<file path="src/rtl/floo_wide_link_serializer_pkg.sv">
// Shared types and helpers for the wide-link serializer and its far-end deserializer.
//   floo_wide_chan_t : wide flit type; its width sizes the serializer's default FlitWidth
//   ser_state_e      : serializer FSM states (IDLE: no flit held, SEND: emitting beats)
//   floo_num_beats   : phits needed to carry one flit (ceiling division)
//   floo_cnt_width   : beat counter width, at least one bit
package floo_wide_link_serializer_pkg;

   localparam int unsigned WideFlitWidth = 512;

   typedef logic [WideFlitWidth-1:0] floo_wide_chan_t;

   typedef enum logic {
      IDLE = 1'b0,
      SEND = 1'b1
   } ser_state_e;

   function automatic int unsigned floo_num_beats(input int unsigned flit_w,
                                                  input int unsigned phit_w);
      return (flit_w + phit_w - 1) / phit_w;
   endfunction

   function automatic int unsigned floo_cnt_width(input int unsigned num_beats);
      return (num_beats > 1) ? $clog2(num_beats) : 1;
   endfunction

endpackage

</file>
<file path="src/rtl/floo_wide_link_serializer_if.sv">
// Router-to-link handshake bundle for the wide-link serializer.
//   valid_i/ready_o/data_i                   : wide flit from the router output port
//   phit_valid_o/phit_ready_i/phit_data_o    : narrow phits toward the physical link
//   phit_last_o                              : final beat of a flit
//   phit_parity_o                            : even parity of phit_data_o (0 unless FLOO_LINK_PARITY_EN)
// Modports: slave = serializer view, master = router/link-side driver view.
// FlitWidth/PhitWidth must match the parameters of the serializer bound to it.
interface floo_wide_link_serializer_if
   import floo_wide_link_serializer_pkg::*;
#(
   parameter int unsigned FlitWidth = $bits(floo_wide_chan_t),
   parameter int unsigned PhitWidth = 128
) ();

   logic                 valid_i;
   logic                 ready_o;
   logic [FlitWidth-1:0] data_i;
   logic                 phit_valid_o;
   logic                 phit_ready_i;
   logic [PhitWidth-1:0] phit_data_o;
   logic                 phit_last_o;
   logic                 phit_parity_o;

   modport slave (
      input  valid_i, data_i, phit_ready_i,
      output ready_o, phit_valid_o, phit_data_o, phit_last_o, phit_parity_o
   );

   modport master (
      output valid_i, data_i, phit_ready_i,
      input  ready_o, phit_valid_o, phit_data_o, phit_last_o, phit_parity_o
   );

endinterface

</file>
<file path="src/rtl/floo_wide_link_serializer.sv">
// Wide-link serializer: accepts one wide flit per handshake and emits it as
// NumBeats phits of PhitWidth bits, beat k = flit[k*PhitWidth +: PhitWidth],
// zero-padded above FlitWidth. Full throughput on back-to-back flits: the next
// flit is accepted in the same cycle the last beat of the current one leaves.
// Ports:
//   clk_i  : clock
//   rst_i  : synchronous active-high reset; holds ready_o and phit_valid_o low
//   link   : floo_wide_link_serializer_if.slave (flit in, phit out)
// Build option:
//   FLOO_LINK_PARITY_EN : phit_parity_o = ^phit_data_o, registered with the beat;
//                         undefined ties phit_parity_o to 0.
module floo_wide_link_serializer
   import floo_wide_link_serializer_pkg::*;
#(
   parameter int unsigned FlitWidth = $bits(floo_wide_chan_t),
   parameter int unsigned PhitWidth = 128
) (
   input  logic                          clk_i,
   input  logic                          rst_i,
   floo_wide_link_serializer_if.slave    link
);

   localparam int unsigned NumBeats = floo_num_beats(FlitWidth, PhitWidth);
   localparam int unsigned CntWidth = floo_cnt_width(NumBeats);
   localparam int unsigned PadWidth = NumBeats * PhitWidth;
   localparam logic [CntWidth-1:0] LastBeat = CntWidth'(NumBeats - 1);

   ser_state_e           state_q;
   logic [CntWidth-1:0]  beat_q;
   logic [FlitWidth-1:0] flit_q;
   logic                 last;
   logic                 load;

   function automatic logic [PhitWidth-1:0] beat_slice(input logic [FlitWidth-1:0] flit,
                                                       input logic [CntWidth-1:0]  beat);
      logic [PadWidth-1:0]  pad;
      logic [PhitWidth-1:0] res;
      pad = PadWidth'(flit);
      res = '0;
      for (int unsigned k = 0; k < NumBeats; k++) begin
         if (beat == CntWidth'(k)) res = pad[k*PhitWidth +: PhitWidth];
      end
      return res;
   endfunction

   assign last = (state_q == SEND) && (beat_q == LastBeat);

   // The only path from link backpressure to the router: a new flit is taken
   // while idle, or exactly when the final beat is being accepted.
   assign link.ready_o      = !rst_i && ((state_q == IDLE) || (link.phit_ready_i && last));
   assign load              = link.valid_i && link.ready_o;
   assign link.phit_valid_o = !rst_i && (state_q == SEND);
   assign link.phit_data_o  = (state_q == SEND) ? beat_slice(flit_q, beat_q) : '0;
   assign link.phit_last_o  = last;

   always_ff @(posedge clk_i) begin
      if (rst_i) begin
         state_q <= IDLE;
         beat_q  <= '0;
         flit_q  <= '0;
      end else begin
         case (state_q)
            IDLE: begin
               if (load) begin
                  flit_q  <= link.data_i;
                  beat_q  <= '0;
                  state_q <= SEND;
               end
            end
            SEND: begin
               if (link.phit_ready_i) begin
                  if (!last) begin
                     beat_q <= beat_q + 1'b1;
                  end else if (load) begin
                     flit_q <= link.data_i;
                     beat_q <= '0;
                  end else begin
                     state_q <= IDLE;
                  end
               end
            end
            default: state_q <= IDLE;
         endcase
      end
   end

`ifdef FLOO_LINK_PARITY_EN
   logic parity_q;

   // Parity of the beat that will be on phit_data_o next cycle, so it lines up
   // with the data instead of being a combinational XOR tree on the output.
   always_ff @(posedge clk_i) begin
      if (rst_i) begin
         parity_q <= 1'b0;
      end else if (load) begin
         parity_q <= ^beat_slice(link.data_i, '0);
      end else if ((state_q == SEND) && link.phit_ready_i) begin
         parity_q <= last ? 1'b0 : ^beat_slice(flit_q, beat_q + 1'b1);
      end
   end

   assign link.phit_parity_o = parity_q & link.phit_valid_o;
`else
   assign link.phit_parity_o = 1'b0;
`endif

   a_stall_stable: assert property (@(posedge clk_i) disable iff (rst_i)
      (link.phit_valid_o && !link.phit_ready_i) |=>
      (link.phit_valid_o && $stable(link.phit_data_o) && $stable(link.phit_last_o)));

   a_beat_range: assert property (@(posedge clk_i) disable iff (rst_i)
      32'(beat_q) < NumBeats);

endmodule

</file>
<file path="src/flat_wrapper.sv">
// flat-port wrapper written by rule: the top's interface ports become plain ports
module floo_wide_link_serializer_flat import floo_wide_link_serializer_pkg::*;
#(
   parameter int unsigned FlitWidth = $bits(floo_wide_chan_t),
   parameter int unsigned PhitWidth = 128
)
  (clk_i, rst_i, link_valid_i, link_data_i, link_phit_ready_i, link_ready_o, link_phit_valid_o, link_phit_data_o, link_phit_last_o, link_phit_parity_o);
  floo_wide_link_serializer_if #(.FlitWidth(FlitWidth), .PhitWidth(PhitWidth)) link_i ();
  input  logic clk_i;
  input  logic rst_i;
  input wire logic [$bits(link_i.valid_i)-1:0] link_valid_i;
  input wire logic [$bits(link_i.data_i)-1:0] link_data_i;
  input wire logic [$bits(link_i.phit_ready_i)-1:0] link_phit_ready_i;
  output wire logic [$bits(link_i.ready_o)-1:0] link_ready_o;
  output wire logic [$bits(link_i.phit_valid_o)-1:0] link_phit_valid_o;
  output wire logic [$bits(link_i.phit_data_o)-1:0] link_phit_data_o;
  output wire logic [$bits(link_i.phit_last_o)-1:0] link_phit_last_o;
  output wire logic [$bits(link_i.phit_parity_o)-1:0] link_phit_parity_o;
  assign link_i.valid_i = link_valid_i;
  assign link_i.data_i = link_data_i;
  assign link_i.phit_ready_i = link_phit_ready_i;
  assign link_ready_o = link_i.ready_o;
  assign link_phit_valid_o = link_i.phit_valid_o;
  assign link_phit_data_o = link_i.phit_data_o;
  assign link_phit_last_o = link_i.phit_last_o;
  assign link_phit_parity_o = link_i.phit_parity_o;
  floo_wide_link_serializer #(.FlitWidth(FlitWidth), .PhitWidth(PhitWidth)) u_core (.clk_i(clk_i), .rst_i(rst_i), .link(link_i));
endmodule
</file>
<file path="config.mk">
export PLATFORM = sky130hd
export DESIGN_NAME = floo_wide_link_serializer_flat
export DESIGN_NICKNAME = d
export VERILOG_FILES = /design/src/rtl/floo_wide_link_serializer_pkg.sv /design/src/rtl/floo_wide_link_serializer_if.sv /design/src/rtl/floo_wide_link_serializer.sv /design/src/flat_wrapper.sv
export SDC_FILE = /design/constraint.sdc
export NUM_CORES = 1
export LEC_CHECK = 0
export ABC_AREA = 1
export BUFFER_PORTS_ARGS = -buffer_cell sky130_fd_sc_hd__buf_2
export CAP_MARGIN = 25
export CELL_PAD_IN_SITES_DETAIL_PLACEMENT = 0
export CELL_PAD_IN_SITES_GLOBAL_PLACEMENT = 1
export CORE_AREA = 3 3 249 251
export DETAILED_ROUTE_END_ITERATION = 7
export DIE_AREA = 0 0 252 254
export HOLD_SLACK_MARGIN = 0.12
export PLACE_DENSITY_LB_ADDON = 0.3
export SLEW_MARGIN = 20
export SYNTH_ARGS = -nofsm -noshare
export SYNTH_HDL_FRONTEND = slang
export SYNTH_SLANG_ARGS = --single-unit
</file>
<file path="constraint.sdc">
create_clock -name clk_i -period 4 [get_ports clk_i]
set_input_delay 0.6 -clock clk_i [delete_from_list [all_inputs] [get_ports clk_i]]
set_output_delay 0.6 -clock clk_i [all_outputs]
set_load 0.01 [all_outputs]
</file>
==> results.yml <==
synthesis:
  synth_simple_gate_area_share_pct: 36.1
  synth_compound_gate_area_share_pct: 10.3
  yosys.area_share.adder_pct: 0.229
  netlist_cell_types: 19
  syn_avg_cell_area_um2: 7.01
  synth_largest_type_area_fraction_pct: 47.1
  synthCells: 3123
  ys_ff_latch: 515
  synth.cell_area_mm2: 0.0219
  synth_top_area_cell: "sky130_fd_sc_hd__dfxtp_1"
  yosys_warnings: 0
  synth_nets: 3643
  ys_seq_area_share_pct: 47.1
  post_synth_xor_area_fraction_pct: 0
  synth_top_family_by_area: "simple AND/OR/NAND/NOR gates"
  synth_mux_area_share_pct: 0
  yosys-top-cells-area: "sky130_fd_sc_hd__dfxtp_1 (47%), sky130_fd_sc_hd__nand2_1 (24%), sky130_fd_sc_hd__nand3_1 (12%)"
min_path:
  classification_of_the_worst_slack_hold_path: "input pin to flip-flop"
  worst_hold_path.endpoint: "u_core.flit_q[368]"
  hold_path_depth: 3
  hp-start: "link_data_i[368]"
pwr:
  max-vdd-ir-drop_mv: 0.335
  power_per_cell_area_mw_per_mm2: 462
  power.leakage_nw: 13.9
timing:
  clock_skew_ns: 0.0166
  tightest_slew_ns: 0.979
  fin_tns_setup_ns: 0
  setup_repair_after_global_routing_missed_its_margin: "false"
  slew-limit-headroom_pct: 34.8
  setup_viol: 0
  drv_slew: 0
  report.final.hold_viol_count: 0
  layout_worst_path_cycle_share_pct: 88.2
  layout_setup_ws_ns: 0.472
  max_freq_mhz: 283
  finalWorstPathRequiredPeriod_ns: 3.53
placed_design:
  count_of_buffers_inserted_at_the_top_level_ports: 646
  place_congestion: 0.823
  place_ws_ns: 1.01
  post-dp-hpwl_um: 52900
worst_setup_path:
  critical_path_arrival_ns: 2.93
  timing.critical_path.buf_inv: 4
  crit_path_max_incr_delay_ns: 0.62
  worstSetupEndpointType: "output port"
  r2r_setup_slack_ns: 1.17
  critical-path-slowest-cell: "sky130_fd_sc_hd__inv_4"
  cp_cell_sequence: "inv_1, ha_4, inv_4, buf_4, o211ai_1, nand2_1, buf_2"
  critPathMaxFanout: 66
  reg2regPathDepth: 8
  cp_data_required_time_ns: 3.40
  start_kind: "flip-flop"
  timing_worst_setup_path_type: "flip-flop to output port"
  r2r-start: "u_core.beat_q[1]"
  cp_top_family: "buffers and inverters"
  r2r-end: "u_core.flit_q[251]"
clocking:
  cts_h_tree_depth: 2
  clock_sink_count: 515
  cts_hold_buf: 0
  tritoncts.num_buffers: 57
  clk_transition_reported_paths_ns: 0.06
  insertion_delay_ns: 0.60
  tritoncts: "built"
  cts_root_buf: "sky130_fd_sc_hd__clkbuf_16"
  clockBufferDepth: 3
  post-cts-setup-buffer-count: 0
  post_cts_resize_count: 0
floorplanning:
  starting_density_pct: 36.4
  core_area_mm2: 0.0601
  placementRows: 90
  chipHeight_um: 254
  die_w_um: 252
  fp.dieArea_mm2: 0.0640
  floorplan.io_pins: 648
layout:
  mostFrequentLayoutCells: "sky130_fd_sc_hd__nand2_1 (1,415), sky130_fd_sc_hd__buf_2 (646), sky130_fd_sc_hd__dfxtp_1 (515)"
  fill_cell_total_of_the_finished_layout: 6539
  final_layout_size_suffix_gt1_share_pct: 21.4
  footprint_of_the_multi_input_gates_mm2: 0.0103
  layout.nets: 4115
  layout.area.seq_mm2: 0.0103
  mostFrequentLayoutCell: "sky130_fd_sc_hd__nand2_1"
  layout-area-overhead-vs-synth_pct: 24.7
drt:
  wl_per_cell_um: 18.0
  vias_per_cell: 4.98
  route.detailed.drc: 0
  vias: 22223
  first_pass_iters: 5
  ant_nets: 0
  routed_wirelength_um: 80300
  drtIter0Drc: 1693
global_route:
  grt_antenna_before_repair: 59
  first_global_vias: 20810
  grt_first_pass_wirelength_um: 120000
  remaining_global_route_overflow: 0
  globalRouteTotalUtil_pct: 23.8
  grt_max_degree: 190
run:
  timing.max_cap.violations: 0
status:
  outcome: "completed"
==> cells in the mapped netlist, drive strengths merged <==
master	instances
a21oi	129
buf	167
clkbuf	102
clkinv	1
conb	1
dfxtp	515
ha	4
inv	11
nand2	1415
nand3	514
nand4	1
nor2	4
o211ai	128
o21ai	131
==> kinds of logic (layout without fill, tap and decap cells) <==
family,after synthesis,count (layout)
adder cells (fa/ha/maj),4,4
other,1,45
flip-flops,515,515
buffers and inverters,281,794
AND/OR/NAND/NOR,1934,1934
AO/OA/AOI/OAI,388,388
==> per-stage QoR <==
stage / area [um^2] / utilization [%] / instances / hold slack [ns] / total power [mW]
3_3_place_gp: 25300 / 42.1 / 4318 / 0.452 / 7.44
4_1_cts: 27200 / 45.2 / 4418 / 0.129 / 12.8
6_report: 27300 / 45.4 / 4462 / 0.183 / 12.6
3_5_place_dp: 25300 / 42.1 / 4318 / 0.457 / 7.45
5_1_grt: 27200 / 45.3 / 4447 / 0.154 / 13.2
2_1_floorplan: 21900 / - / 3123 / 0.442 / 6.72
==> where the power goes <==
part           total, mW  internal (mW)  leakage, nW  switching (mW)
clock               5.28           3.12        0.932            2.16
combinational       1.66          0.593         8.79            1.07
sequential          5.67           5.49         4.22           0.181
total               12.6           9.20         13.9            3.41
==> cell type report <==
cell class	instances	share of cell area, %
Multi-Input combinational cell	2327	37.6
Clock inverter	12	0.431
Sequential cell	515	37.8
Tap cell	782	3.59
Clock buffer	88	6.43
Timing Repair Buffer	682	13.5
Inverter	12	0.280
Antenna cell	44	0.404
==> worst max-delay path by stage <==
stage	startpoint	endpoint	slack (ns)	cells after the start
after detailed placement	rst_i	u_core.flit_q[328]	1.01	7
after CTS	u_core.beat_q[0]	link_phit_data_o[114]	0.45	7
after global routing	u_core.beat_q[0]	link_phit_data_o[114]	0.34	7
after global placement	rst_i	u_core.flit_q[328]	1.05	7
final	u_core.beat_q[0]	link_phit_data_o[28]	0.47	7
after floorplan	u_core.beat_q[1]	link_phit_data_o[100]	1.86	10
==> worst min-delay path, stage by stage <==
cell and delay (ns):
sky130_fd_sc_hd__buf_2 0.07, sky130_fd_sc_hd__nand2_1 0.04, sky130_fd_sc_hd__nand2_1 0.05
==> flip-flops by register name, indices dropped and copies added, names as in the netlist <==
name            cells
u_core.flit_q     512
u_core.beat_q       2
u_core.state_q      1
==> per-layer routing <==
layer	vias up	wire, um	GRT usage (%)
li1	11235	-	-
met1	10221	34200	30.1
met2	583	38600	38.9
met3	144	5290	6.07
met4	40	1900	9.48
met5	-	237	0
Note: power is estimated with default switching activity, not from simulation.
